File: config.mk
export PLATFORM = sky130hd
export DESIGN_NAME = alu_74382_serial_flat
export DESIGN_NICKNAME = d
export VERILOG_FILES = /design/src/rtl/alu_74382_serial_if.sv /design/src/rtl/alu_74382_serial.sv /design/src/flat_wrapper.sv
export SDC_FILE = /design/constraint.sdc
export NUM_CORES = 1
export LEC_CHECK = 0
export BUFFER_PORTS_ARGS = -buffer_cell sky130_fd_sc_hd__buf_2
export CORE_MARGIN = 10
export CORE_UTILIZATION = 55
export DETAILED_ROUTE_END_ITERATION = 16
export PLACE_DENSITY = 0.8
export SYNTH_ARGS = -nofsm -noshare
export SYNTH_HDL_FRONTEND = slang
export SYNTH_SLANG_ARGS = --single-unit
File: constraint.sdc
create_clock -name clk -period 4.4 [get_ports clk]
set_input_delay 0.44 -clock clk [delete_from_list [all_inputs] [get_ports clk]]
set_output_delay 0.44 -clock clk [all_outputs]
set_load 0.02 [all_outputs]
File: src/rtl/alu_74382_serial_if.sv
// Request/response bundle for the chunk-serial 74382 ALU.
// Master drives requests and out_ready; slave returns in_ready and the registered result.
interface alu_74382_serial_if #(
  parameter int WORD_W = 16
);
  logic              in_valid;
  logic              in_ready;
  logic [2:0]        sel;
  logic              carry_in;
  logic [WORD_W-1:0] port_a;
  logic [WORD_W-1:0] port_b;
  logic              out_valid;
  logic              out_ready;
  logic [WORD_W-1:0] result;
  logic              carry_out;
  logic              overflow;

  modport master (
    output in_valid, sel, carry_in, port_a, port_b, out_ready,
    input  in_ready, out_valid, result, carry_out, overflow
  );

  modport slave (
    input  in_valid, sel, carry_in, port_a, port_b, out_ready,
    output in_ready, out_valid, result, carry_out, overflow
  );
endinterface

File: src/rtl/alu_74382_serial.sv
// 74382 ALU evaluated CHUNK_W bits per cycle, LSB first; result valid WORD_W/CHUNK_W edges after accept.
// One operation in flight: in_ready only in IDLE, result held in DONE until out_ready.
module alu_74382_serial #(
  parameter int WORD_W  = 16,
  parameter int CHUNK_W = 4
) (
  input  logic               clk,
  input  logic               rst_n,
  alu_74382_serial_if.slave  bus
);
  localparam int N     = WORD_W / CHUNK_W;
  localparam int IDX_W = (N > 1) ? $clog2(N) : 1;
  localparam logic [IDX_W-1:0] LAST_IDX = IDX_W'(N - 1);

  typedef enum logic [1:0] {IDLE, BUSY, DONE} state_t;

  typedef struct packed {
    logic [2:0]        sel;
    logic [WORD_W-1:0] a;
    logic [WORD_W-1:0] b;
  } op_t;

  state_t            state;
  state_t            state_nxt;
  op_t               op_q;
  logic [IDX_W-1:0]  idx;
  logic              cy_q;
  logic [WORD_W-1:0] result_q;
  logic              carry_out_q;
  logic              overflow_q;

  logic              accept;
  logic              in_ready_i;
  logic              out_valid_i;
  logic              chunk_last;

  int                base;
  logic [CHUNK_W-1:0] a_c;
  logic [CHUNK_W-1:0] b_c;
  logic [CHUNK_W-1:0] x_c;
  logic [CHUNK_W-1:0] y_c;
  logic [CHUNK_W:0]   sum_c;
  logic [CHUNK_W-1:0] chunk_res;
  logic               is_arith;
  logic               chunk_cout;
  logic               chunk_ovf;

  // One chunk of the 74382: subtraction is an add of the inverted operand.
  always_comb begin
    base      = int'(idx) * CHUNK_W;
    a_c       = op_q.a[base +: CHUNK_W];
    b_c       = op_q.b[base +: CHUNK_W];
    x_c       = a_c;
    y_c       = b_c;
    is_arith  = 1'b0;
    case (op_q.sel)
      3'b001: begin
        x_c      = ~a_c;
        is_arith = 1'b1;
      end
      3'b010: begin
        y_c      = ~b_c;
        is_arith = 1'b1;
      end
      3'b011:  is_arith = 1'b1;
      default: is_arith = 1'b0;
    endcase

    sum_c = {1'b0, x_c} + {1'b0, y_c} + {{CHUNK_W{1'b0}}, cy_q};

    case (op_q.sel)
      3'b000:  chunk_res = '0;
      3'b100:  chunk_res = a_c ^ b_c;
      3'b101:  chunk_res = a_c | b_c;
      3'b110:  chunk_res = a_c & b_c;
      3'b111:  chunk_res = '1;
      default: chunk_res = sum_c[CHUNK_W-1:0];
    endcase

    // Carry into the chunk MSB is recovered from the sum bit and its operand bits.
    chunk_cout = is_arith & sum_c[CHUNK_W];
    chunk_ovf  = is_arith & (sum_c[CHUNK_W] ^
                 (sum_c[CHUNK_W-1] ^ x_c[CHUNK_W-1] ^ y_c[CHUNK_W-1]));
  end

  assign chunk_last = (idx == LAST_IDX);

  always_ff @(posedge clk or negedge rst_n) begin
    if (!rst_n) begin
      state <= IDLE;
    end else begin
      state <= state_nxt;
    end
  end

  always_comb begin
    state_nxt   = state;
    in_ready_i  = 1'b0;
    out_valid_i = 1'b0;
    accept      = 1'b0;
    case (state)
      IDLE: begin
        in_ready_i = 1'b1;
        if (bus.in_valid) begin
          accept    = 1'b1;
          state_nxt = BUSY;
        end
      end
      BUSY: begin
        if (chunk_last) begin
          state_nxt = DONE;
        end
      end
      DONE: begin
        out_valid_i = 1'b1;
        if (bus.out_ready) begin
          state_nxt = IDLE;
        end
      end
      default: state_nxt = IDLE;
    endcase
  end

  always_ff @(posedge clk or negedge rst_n) begin
    if (!rst_n) begin
      op_q        <= '0;
      idx         <= '0;
      cy_q        <= 1'b0;
      result_q    <= '0;
      carry_out_q <= 1'b0;
      overflow_q  <= 1'b0;
    end else if (accept) begin
      op_q.sel <= bus.sel;
      op_q.a   <= bus.port_a;
      op_q.b   <= bus.port_b;
      cy_q     <= bus.carry_in;
      idx      <= '0;
    end else if (state == BUSY) begin
      result_q[base +: CHUNK_W] <= chunk_res;
      cy_q                      <= sum_c[CHUNK_W];
      if (chunk_last) begin
        // Park idx at 0 so the chunk select stays in range outside BUSY.
        idx         <= '0;
        carry_out_q <= chunk_cout;
        overflow_q  <= chunk_ovf;
      end else begin
        idx <= idx + IDX_W'(1);
      end
    end
  end

  assign bus.in_ready  = in_ready_i;
  assign bus.out_valid = out_valid_i;
  assign bus.result    = result_q;
  assign bus.carry_out = carry_out_q;
  assign bus.overflow  = overflow_q;
endmodule
File: src/flat_wrapper.sv
// flat-port wrapper written by rule: the top's interface ports become plain ports
module alu_74382_serial_flat 
#(
  parameter int WORD_W  = 16,
  parameter int CHUNK_W = 4
)
  (clk, rst_n, bus_in_valid, bus_sel, bus_carry_in, bus_port_a, bus_port_b, bus_out_ready, bus_in_ready, bus_out_valid, bus_result, bus_carry_out, bus_overflow);
  alu_74382_serial_if #(.WORD_W(WORD_W)) bus_i ();
  input  logic clk;
  input  logic rst_n;
  input wire logic [$bits(bus_i.in_valid)-1:0] bus_in_valid;
  input wire logic [$bits(bus_i.sel)-1:0] bus_sel;
  input wire logic [$bits(bus_i.carry_in)-1:0] bus_carry_in;
  input wire logic [$bits(bus_i.port_a)-1:0] bus_port_a;
  input wire logic [$bits(bus_i.port_b)-1:0] bus_port_b;
  input wire logic [$bits(bus_i.out_ready)-1:0] bus_out_ready;
  output wire logic [$bits(bus_i.in_ready)-1:0] bus_in_ready;
  output wire logic [$bits(bus_i.out_valid)-1:0] bus_out_valid;
  output wire logic [$bits(bus_i.result)-1:0] bus_result;
  output wire logic [$bits(bus_i.carry_out)-1:0] bus_carry_out;
  output wire logic [$bits(bus_i.overflow)-1:0] bus_overflow;
  assign bus_i.in_valid = bus_in_valid;
  assign bus_i.sel = bus_sel;
  assign bus_i.carry_in = bus_carry_in;
  assign bus_i.port_a = bus_port_a;
  assign bus_i.port_b = bus_port_b;
  assign bus_i.out_ready = bus_out_ready;
  assign bus_in_ready = bus_i.in_ready;
  assign bus_out_valid = bus_i.out_valid;
  assign bus_result = bus_i.result;
  assign bus_carry_out = bus_i.carry_out;
  assign bus_overflow = bus_i.overflow;
  alu_74382_serial #(.WORD_W(WORD_W), .CHUNK_W(CHUNK_W)) u_core (.clk(clk), .rst_n(rst_n), .bus(bus_i));
endmodule
# Word level (Yosys, flattened, before mapping)
# Index checks and enable logic that the tools add are counted.
# W data, S select, Z words.
# totals
reg_bits,58
output_inout_bits,20
# classes
n_addsub,4
eq_ne,13
shift,4
muxes,18
n_bitwise,11
reduce_logical,7
# op_table
cell,count
$neg A4 Y33,1
$shift A4 B33 Y16 const A,1
$shiftx A4 B33 Y16,1
$shiftx A16 B5 Y4,2
$pmux W4 S5,1
$bwmux W16,1
$eq A3 B3 Y1 const B,4
$mux W2,6
$mux W4,2
$not A4 Y4,2
$mux W1,7
$eq A3 B2 Y1 const B,2
$pmux W2 S3,1
$reduce_and A3 Y1,2
$add A4 B4 Y5,1
$add A5 B1 Y5,1
$and A4 B4 Y4,1
$eq A2 B2 Y1 const B,2
$ne A2 B2 Y1 const B,2
$or A4 B4 Y4,1
$xor A4 B4 Y4,1
$eq A3 B1 Y1 const B,1
$logic_not A3 Y1,1
$reduce_or A3 Y1,1
9 further kinds,12

# Longest topological paths before layout
# Gate-level depths: netlist of the first run.
# depth
ltp_word,9
ltp_mapped,13

# Least setup slack after synthesis of the first run
# OpenSTA, ideal clock, no wires.
# synth_timing
path_kind,register to register
from,register u_core.idx[0]
to,"register u_core.overflow_q, in the netlist u_core.bus.overflow"
setup_time_ns,0.104
arrival_ns,3.119
required_time_ns,4.296
slack_ns,1.178
stages_incl_launch_ff,12
n_path_buf,1
period_less_slack_ns,3.222
cell_sequence,dfrtp_1 -> buf_2 -> mux4_2 -> xnor2_1 -> fa_1 -> inv_2 -> fa_1 -> a21o_1 -> a21oi_1 -> xnor2_1 -> xnor3_1 -> o41ai_2
# synth_via
elab_chain_cells,9
word_cells_on_any_way,14
# synth_rtl
item,line,source
start: declaration,alu_74382_serial.sv:26,logic [IDX_W-1:0] idx;
start signal: assignment,alu_74382_serial.sv:147,idx <= idx + IDX_W'(1);
"$shiftx A16 B5 Y4, on equally long branches","alu_74382_serial.sv:51, alu_74382_serial.sv:52",
"$not A4 Y4, on equally long branches","alu_74382_serial.sv:58, alu_74382_serial.sv:62",
$mux W4,alu_74382_serial.sv:56,case (op_q.sel)
$add A4 B4 Y5,alu_74382_serial.sv:69,"sum_c = {1'b0, x_c} + {1'b0, y_c} + {{CHUNK_W{1'b0}}, cy_q};"
$add A5 B1 Y5,alu_74382_serial.sv:69,
$xor A1 B1 Y1 (2 in a row),alu_74382_serial.sv:83,(sum_c[CHUNK_W-1] ^ x_c[CHUNK_W-1] ^ y_c[CHUNK_W-1]));
$xor A1 B1 Y1,alu_74382_serial.sv:82,chunk_ovf = is_arith & (sum_c[CHUNK_W] ^
$and A1 B1 Y1,alu_74382_serial.sv:82,
end signal: assignment,alu_74382_serial.sv:145,overflow_q <= chunk_ovf;
end: declaration,alu_74382_serial.sv:30,logic overflow_q;
# Parallel ways exist; a longest one is shown, timed or not.
# A chain may end at the register's enable or synchronous reset.

# Final worst setup path of the first run
# Ends and elaborated chain as after synthesis.

==> results of run 1 <==
[cells in the final DEF (no fill, tap or decap), types with 5 or more instances in the layout]
cell type  Yosys  routed
a21oi_1        5       5
a22o_1        16      16
buf_2          4      59
clkbuf_8       0      11
dfrtp_1       58      58
ha_1          17      17
inv_1          6       6
inv_2          8       8
mux4_2         8       8
nand2_1      116     116
nor2_1         5       5
o21ai_1        5       5
xnor2_1       10      10
[final timing paths]
check,start,endpoint,slack (ns),depth (start not counted)
worst max register to register,u_core.idx[0]$_DFFE_PN0P_,u_core.bus.overflow$_DFFE_PN0P_,0.87,10
max in group asynchronous,rst_n,u_core.idx[1]$_DFFE_PN0P_,3.68,2
min in group clk,bus_port_b[15],u_core.op_q[15]$_DFFE_PN0P_,0.29,3
worst max-delay path,u_core.idx[0]$_DFFE_PN0P_,u_core.bus.overflow$_DFFE_PN0P_,0.87,10
worst min-delay path,rst_n,u_core.op_q[11]$_DFFE_PN0P_,0.24,2
worst min register to register,u_core.op_q[8]$_DFFE_PN0P_,u_core.op_q[8]$_DFFE_PN0P_,0.47,2
[per-stage QoR]
step,cells,total power [mW],hold WS (ns),utilization
6_report,437,3.43,0.236,0.678
3_3_place_gp,421,2.86,0.455,0.640
5_1_grt,437,3.73,0.287,0.678
3_5_place_dp,421,2.95,0.458,0.640
4_1_cts,437,3.45,0.262,0.678
2_1_floorplan,303,2.49,0.144,-
[power breakdown]
part | total (mW) | switching [mW] | leakage [nW] | internal (mW)
logic | 1.97 | 1.08 | 1.03 | 0.887
registers | 0.969 | 0.209 | 0.744 | 0.760
clock network | 0.489 | 0.197 | 0.101 | 0.292
total | 3.43 | 1.49 | 1.88 | 1.94
[final cells by class]
cell class	instances	share of cell area
clock buffer	14	0.0461
sequential	58	0.411
multi-input combinational	217	0.404
timing repair buffer	61	0.0879
inverter	15	0.0163
clock inverter	2	0.00992
tap	70	0.0248
[critical path: cells and delay by family, from the launching register on]
kind	cells	cell delay, ns
AO/OA/AOI/OAI	3	0.66
XOR/XNOR	3	0.63
flip-flops	1	0.82
adder cells (fa/ha/maj)	2	0.65
multiplexers	1	0.63
buffers and inverters	1	0.05
[flip-flops by register name (all words and copies together), names as in the netlist]
register and count:
u_core.op_q 35, u_core.bus.result 16, u_core.idx 2, u_core.state 2, u_core.bus.carry_out 1, u_core.bus.overflow 1, u_core.cy_q 1
[cell families (layout without fill, tap and decap cells)]
kind of cell | count (synthesis) | in the layout
and+or+nand+nor | 136 | 136
DFF | 58 | 58
adders and majority gates | 19 | 19
buffers and inverters | 28 | 92
AOI/OAI and AO/OA | 42 | 42
muxes | 8 | 8
xor gates and xnor gates | 12 | 12
[routing by layer]
| layer | vias up | routed length, um |
|---|---|---|
| li1 | 1133 | - |
| met1 | 1101 | 3220 |
| met2 | 48 | 3330 |
| met4 | 0 | 79 |
| met3 | 7 | 270 |
| met5 | - | 0 |
==> results.toml, run 1 <==
[global_routing]
gr-max-usage-layer = "met2"
overflow = 0
antenna_found_initial = 0
grt_usage = 0.169
use_met3 = 0.0392
grt_pass1_vias = 2424
grtUsageMet1 = 0.219
grtUsageMet2 = 0.258
grt_pass1_wl_um = 11700
grt_max_degree = 59

[sta]
clock.fmax_mhz = 283
slew_headroom = 0.241
finalSetupTns_ns = 0
clock_skew_ns = 0.00983
fin_crit_ns = 3.53
finalSetupViolations = 0
report.final.slew_viol_count = 0
fin_crit_sh = 0.803
worst_slew_pin_slew_ns = 1.14
setup_slack_ns = 0.866
hold_viol = 0
rsz0062_at_grt = "no"

[route]
vias_per_cell = 5.24
drtIter0Drc = 165
drt_first_pass_iters = 4
vias = 2289
routed_wirelength_um = 6900
wl_per_cell_um = 15.8
drc = 0
ant_nets = 0

[cts]
cts_resized = 0
holdBufCountCts = 0
cts_post_setup_buffers_inserted = 0
root_buffer = "clkbuf_8"
cts_buffer_depth = 2
worstSkewPairLatency_ns = 0.33
htreeDepth = 3
cts_tree = "built"
cts_buffers = 9
clock_sinks = 58
clkSlewWorstSetupHoldPaths_ns = 0.07

[setup_path]
critPathKind = "flip-flop to flip-flop"
critPathSlowestCell = "dfrtp_1"
cpPeakStageDelay_ns = 0.82
worstPathMaxFanout = 16
cp.arrival_ns = 3.77
cp-end-kind = "flip-flop"
crit_chain = "mux4_2, xnor2_1, fa_1, inv_2, fa_1, a21o_1, a21oi_1, xnor2_1, xnor3_1, o41ai_2"
worst_ep_required_time_ns = 4.64
critPathLaunchType = "flip-flop"

[worst_hold_path]
hold_class = "input pin to asynchronous set/reset pin"

[synth]
synth_area_um2 = 2990
synth-seq-cells = 58
synth-edff-count = 0
synthMuxAreaShare = 0.0603
ys_warn_count = 0
ys_top_cells_by_area = "dfrtp_1, nand2_1, ha_1"
synth_flop_cell = "dfrtp_1"
synth_nets = 362
synth_top_family_by_area = "simple AND/OR/NAND/NOR gates"
postSynthAreaPerCell_um2 = 9.87
yosysTopAreaCell = "dfrtp_1"
synthXorXnorAreaFrac = 0.0423
synthAdderAreaFrac = 0.0846
yosys.area_share.simple = 0.186
synth_most_common_cell = "nand2_1"
synth_compound_area_frac = 0.104
synth_common_cells = "nand2_1, dfrtp_1, ha_1, a22o_1, xnor2_1"
synthArstFlopShare = 1.00
synth_top_area_share = 0.486
yosysSeqAreaShare = 0.486
netlist_instances = 303
synth_cell_types = 39

[finish]
diodes = 0
regArea_um2 = 1450
drive_above_1_share = 0.259
syn_to_final_growth_pct = 18.1
final_nets = 421
multiInputGateArea_um2 = 1430
fill_cells = 410
stdcell_area_um2 = 3530

[floorplanning]
ioPinCount = 60
die_area_um2 = 8780
initial_core_util = 0.574
rows = 26
die_height_um = 93.7
core_um2 = 5200
die_x_um = 93.7

[placed_design]
gp_congestion = 0.864
dpl.hpwl_um = 5110
port_buffers = 59
dpl_cell_area_um2 = 3330
dpl_worst_slack_ns = 0.835

[pwr]
leakage_nw = 1.88
power.density_nw_per_um2 = 971
vdd_ir_drop_max_uv = 532

[run_status]
status = "finished, final reports clean"

[flow_run]
maxCapViolCount = 0
(Power assumes the default switching activity.)
==> run 2: changes to the inputs <==
--- a/config.mk
+++ b/config.mk
@@ -7,9 +7,9 @@
 export LEC_CHECK = 0
 export BUFFER_PORTS_ARGS = -buffer_cell sky130_fd_sc_hd__buf_2
 export CORE_MARGIN = 10
-export CORE_UTILIZATION = 55
+export CORE_UTILIZATION = 49
 export DETAILED_ROUTE_END_ITERATION = 16
-export PLACE_DENSITY = 0.8
+export PLACE_DENSITY = 0.75
 export SYNTH_ARGS = -nofsm -noshare
 export SYNTH_HDL_FRONTEND = slang
 export SYNTH_SLANG_ARGS = --single-unit
==> constraint.sdc (replaced) <==
create_clock -name clk -period 2.9 [get_ports clk]
set_input_delay 0.29 -clock clk [delete_from_list [all_inputs] [get_ports clk]]
set_output_delay 0.29 -clock clk [all_outputs]
set_load 0.02 [all_outputs]
==> run 2 against run 1 <==
Net effect: cell count rose by 5.7%; largest cell class unchanged; clock skew rose by 0.0011 ns; design area rose by 4.5%; count of clock-buffer cells in the layout fell by 3.
==> results.toml, run 2 (same netlist as run 1, synthesis figures left out) <==
[cts]
cts_buffer_depth = 2
worstSkewPairLatency_ns = 0.34
cts_buffers = 9
htreeDepth = 3
clock_sinks = 58
cts_tree = "built"
root_buffer = "clkbuf_8"
clkSlewWorstSetupHoldPaths_ns = 0.07

[route]
wl_per_cell_um = 15.8
vias_per_cell = 5.15
vias = 2381
routed_wirelength_um = 7310
drc = 0
drt_first_pass_iters = 4
ant_nets = 0
drtIter0Drc = 125

[sta]
clock_skew_ns = 0.0109
hold_slack_ns = 0.130
setup_slack_ns = 0.0357
fin_crit_ns = 2.86
finalSetupTns_ns = 0
fin_crit_sh = 0.988
report.final.slew_viol_count = 0
finalSetupViolations = 0
clock.fmax_mhz = 349
hold_viol = 0
rsz0062_at_grt = "yes"
slew_headroom = 0.482
worst_slew_pin_slew_ns = 0.766

[finish]
drive_above_1_share = 0.315
final_cell_mix = "nand2_1, buf_2, dfrtp_1"
finalNonFillerCells = 462
syn_to_final_growth_pct = 23.4
final_nets = 441
diodes = 0
largest_reg_flops = 35
final_common_cell = "nand2_1"
stdcell_area_um2 = 3690
top_register = "u_core.op_q"
utilization = 0.623

[setup_path]
cp_top_family = "XOR/XNOR gates"
critPathSlowestCell = "mux4_2"
cp-end-kind = "flip-flop"
crit_chain = "mux4_2, xnor2_1, fa_2, inv_2, fa_2, a21o_1, a21oi_2, xnor2_1, xnor3_1, o41ai_2"
worstPathMaxFanout = 5
rr_startpoint = "u_core.idx[0]$_DFFE_PN0P_"
worst_ep_required_time_ns = 3.14
cpPeakStageDelay_ns = 0.54
rr_worst_depth = 10
critPathLaunchType = "flip-flop"
r2r-end = "u_core.bus.overflow$_DFFE_PN0P_"
crit_buf_inv = 1
critPathKind = "flip-flop to flip-flop"
r2r_setup_slack_ns = 0.04
cp.arrival_ns = 3.10

[floorplanning]
core_um2 = 5920
initial_core_util = 0.505
die_height_um = 98.1
rows = 28
die_area_um2 = 9620
die_x_um = 98.1
ioPinCount = 60

[worst_hold_path]
holdPathStages = 2
holdPathEnd = "u_core.state[1]$_DFFE_PN0P_"
hold_class = "input pin to flip-flop"
hp-start = "bus_out_ready"

[placed_design]
gp_congestion = 0.902
place_inst = 442
dpl_worst_slack_ns = -0.0308
port_buffers = 59
dpl_cell_area_um2 = 3480
dpl.hpwl_um = 5580

[pwr]
power.total_mw = 5.62
leakage_nw = 1.97
vdd_ir_drop_max_uv = 906
power.density_nw_per_um2 = 1520

[global_routing]
grt_usage = 0.158
overflow = 0
grt_max_degree = 37
grt_pass1_vias = 2490
antenna_found_initial = 0
grt_pass1_wl_um = 12400

[flow_run]
maxCapViolCount = 0

[run_status]
status = "finished, final reports clean"
run 2: timing repair:
item                                    in CTS  in global routing
setup buffers                                2                  1
endpoints found under the setup margin       1                  1
hold endpoints to repair                    16                  0
hold buffers                                 1                  0
pin swaps                                    0                  1
resized for setup                            1                  0
run 2: final cells by class:
| type | count | area (um^2) |
|---|---|---|
| clock buffers | 11 | 141 |
| fillers | 499 | 2230 |
| repair buffers | 81 | 463 |
| flip-flops and latches | 58 | 1450 |
| well taps | 75 | 93.8 |
| inverters | 15 | 57.6 |
| clock inverters | 5 | 30.0 |
| multi-input cells | 217 | 1450 |
run 2: power by group:
group	internal [mW]	switching [mW]
Combinational	1.68	1.90
Clock	0.328	0.322
Sequential	1.16	0.228
Total	3.17	2.45
run 2: worst max-delay path by stage:
stage                                   start                               to  slack, ns  cells past startpoint
floorplan           u_core.idx[0]$_DFFE_PN0P_  u_core.bus.overflow$_DFFE_PN0P_      -0.03                     11
detailed placement  u_core.idx[0]$_DFFE_PN0P_  u_core.bus.overflow$_DFFE_PN0P_      -0.03                     10
global route        u_core.idx[0]$_DFFE_PN0P_  u_core.bus.overflow$_DFFE_PN0P_      -0.14                     10
CTS                 u_core.idx[0]$_DFFE_PN0P_  u_core.bus.overflow$_DFFE_PN0P_       0.01                     10
global placement    u_core.idx[0]$_DFFE_PN0P_  u_core.bus.overflow$_DFFE_PN0P_       0.09                     10
finish              u_core.idx[0]$_DFFE_PN0P_  u_core.bus.overflow$_DFFE_PN0P_       0.04                     10
run 2: metal layers:
layer  part of all wire  up-vias  GRT usage
li1                   -     1172          -
met1               0.42     1124      0.194
met2               0.50       72      0.253
met3              0.059       13     0.0423
met4              0.018        0     0.0738
met5                  0        -          0
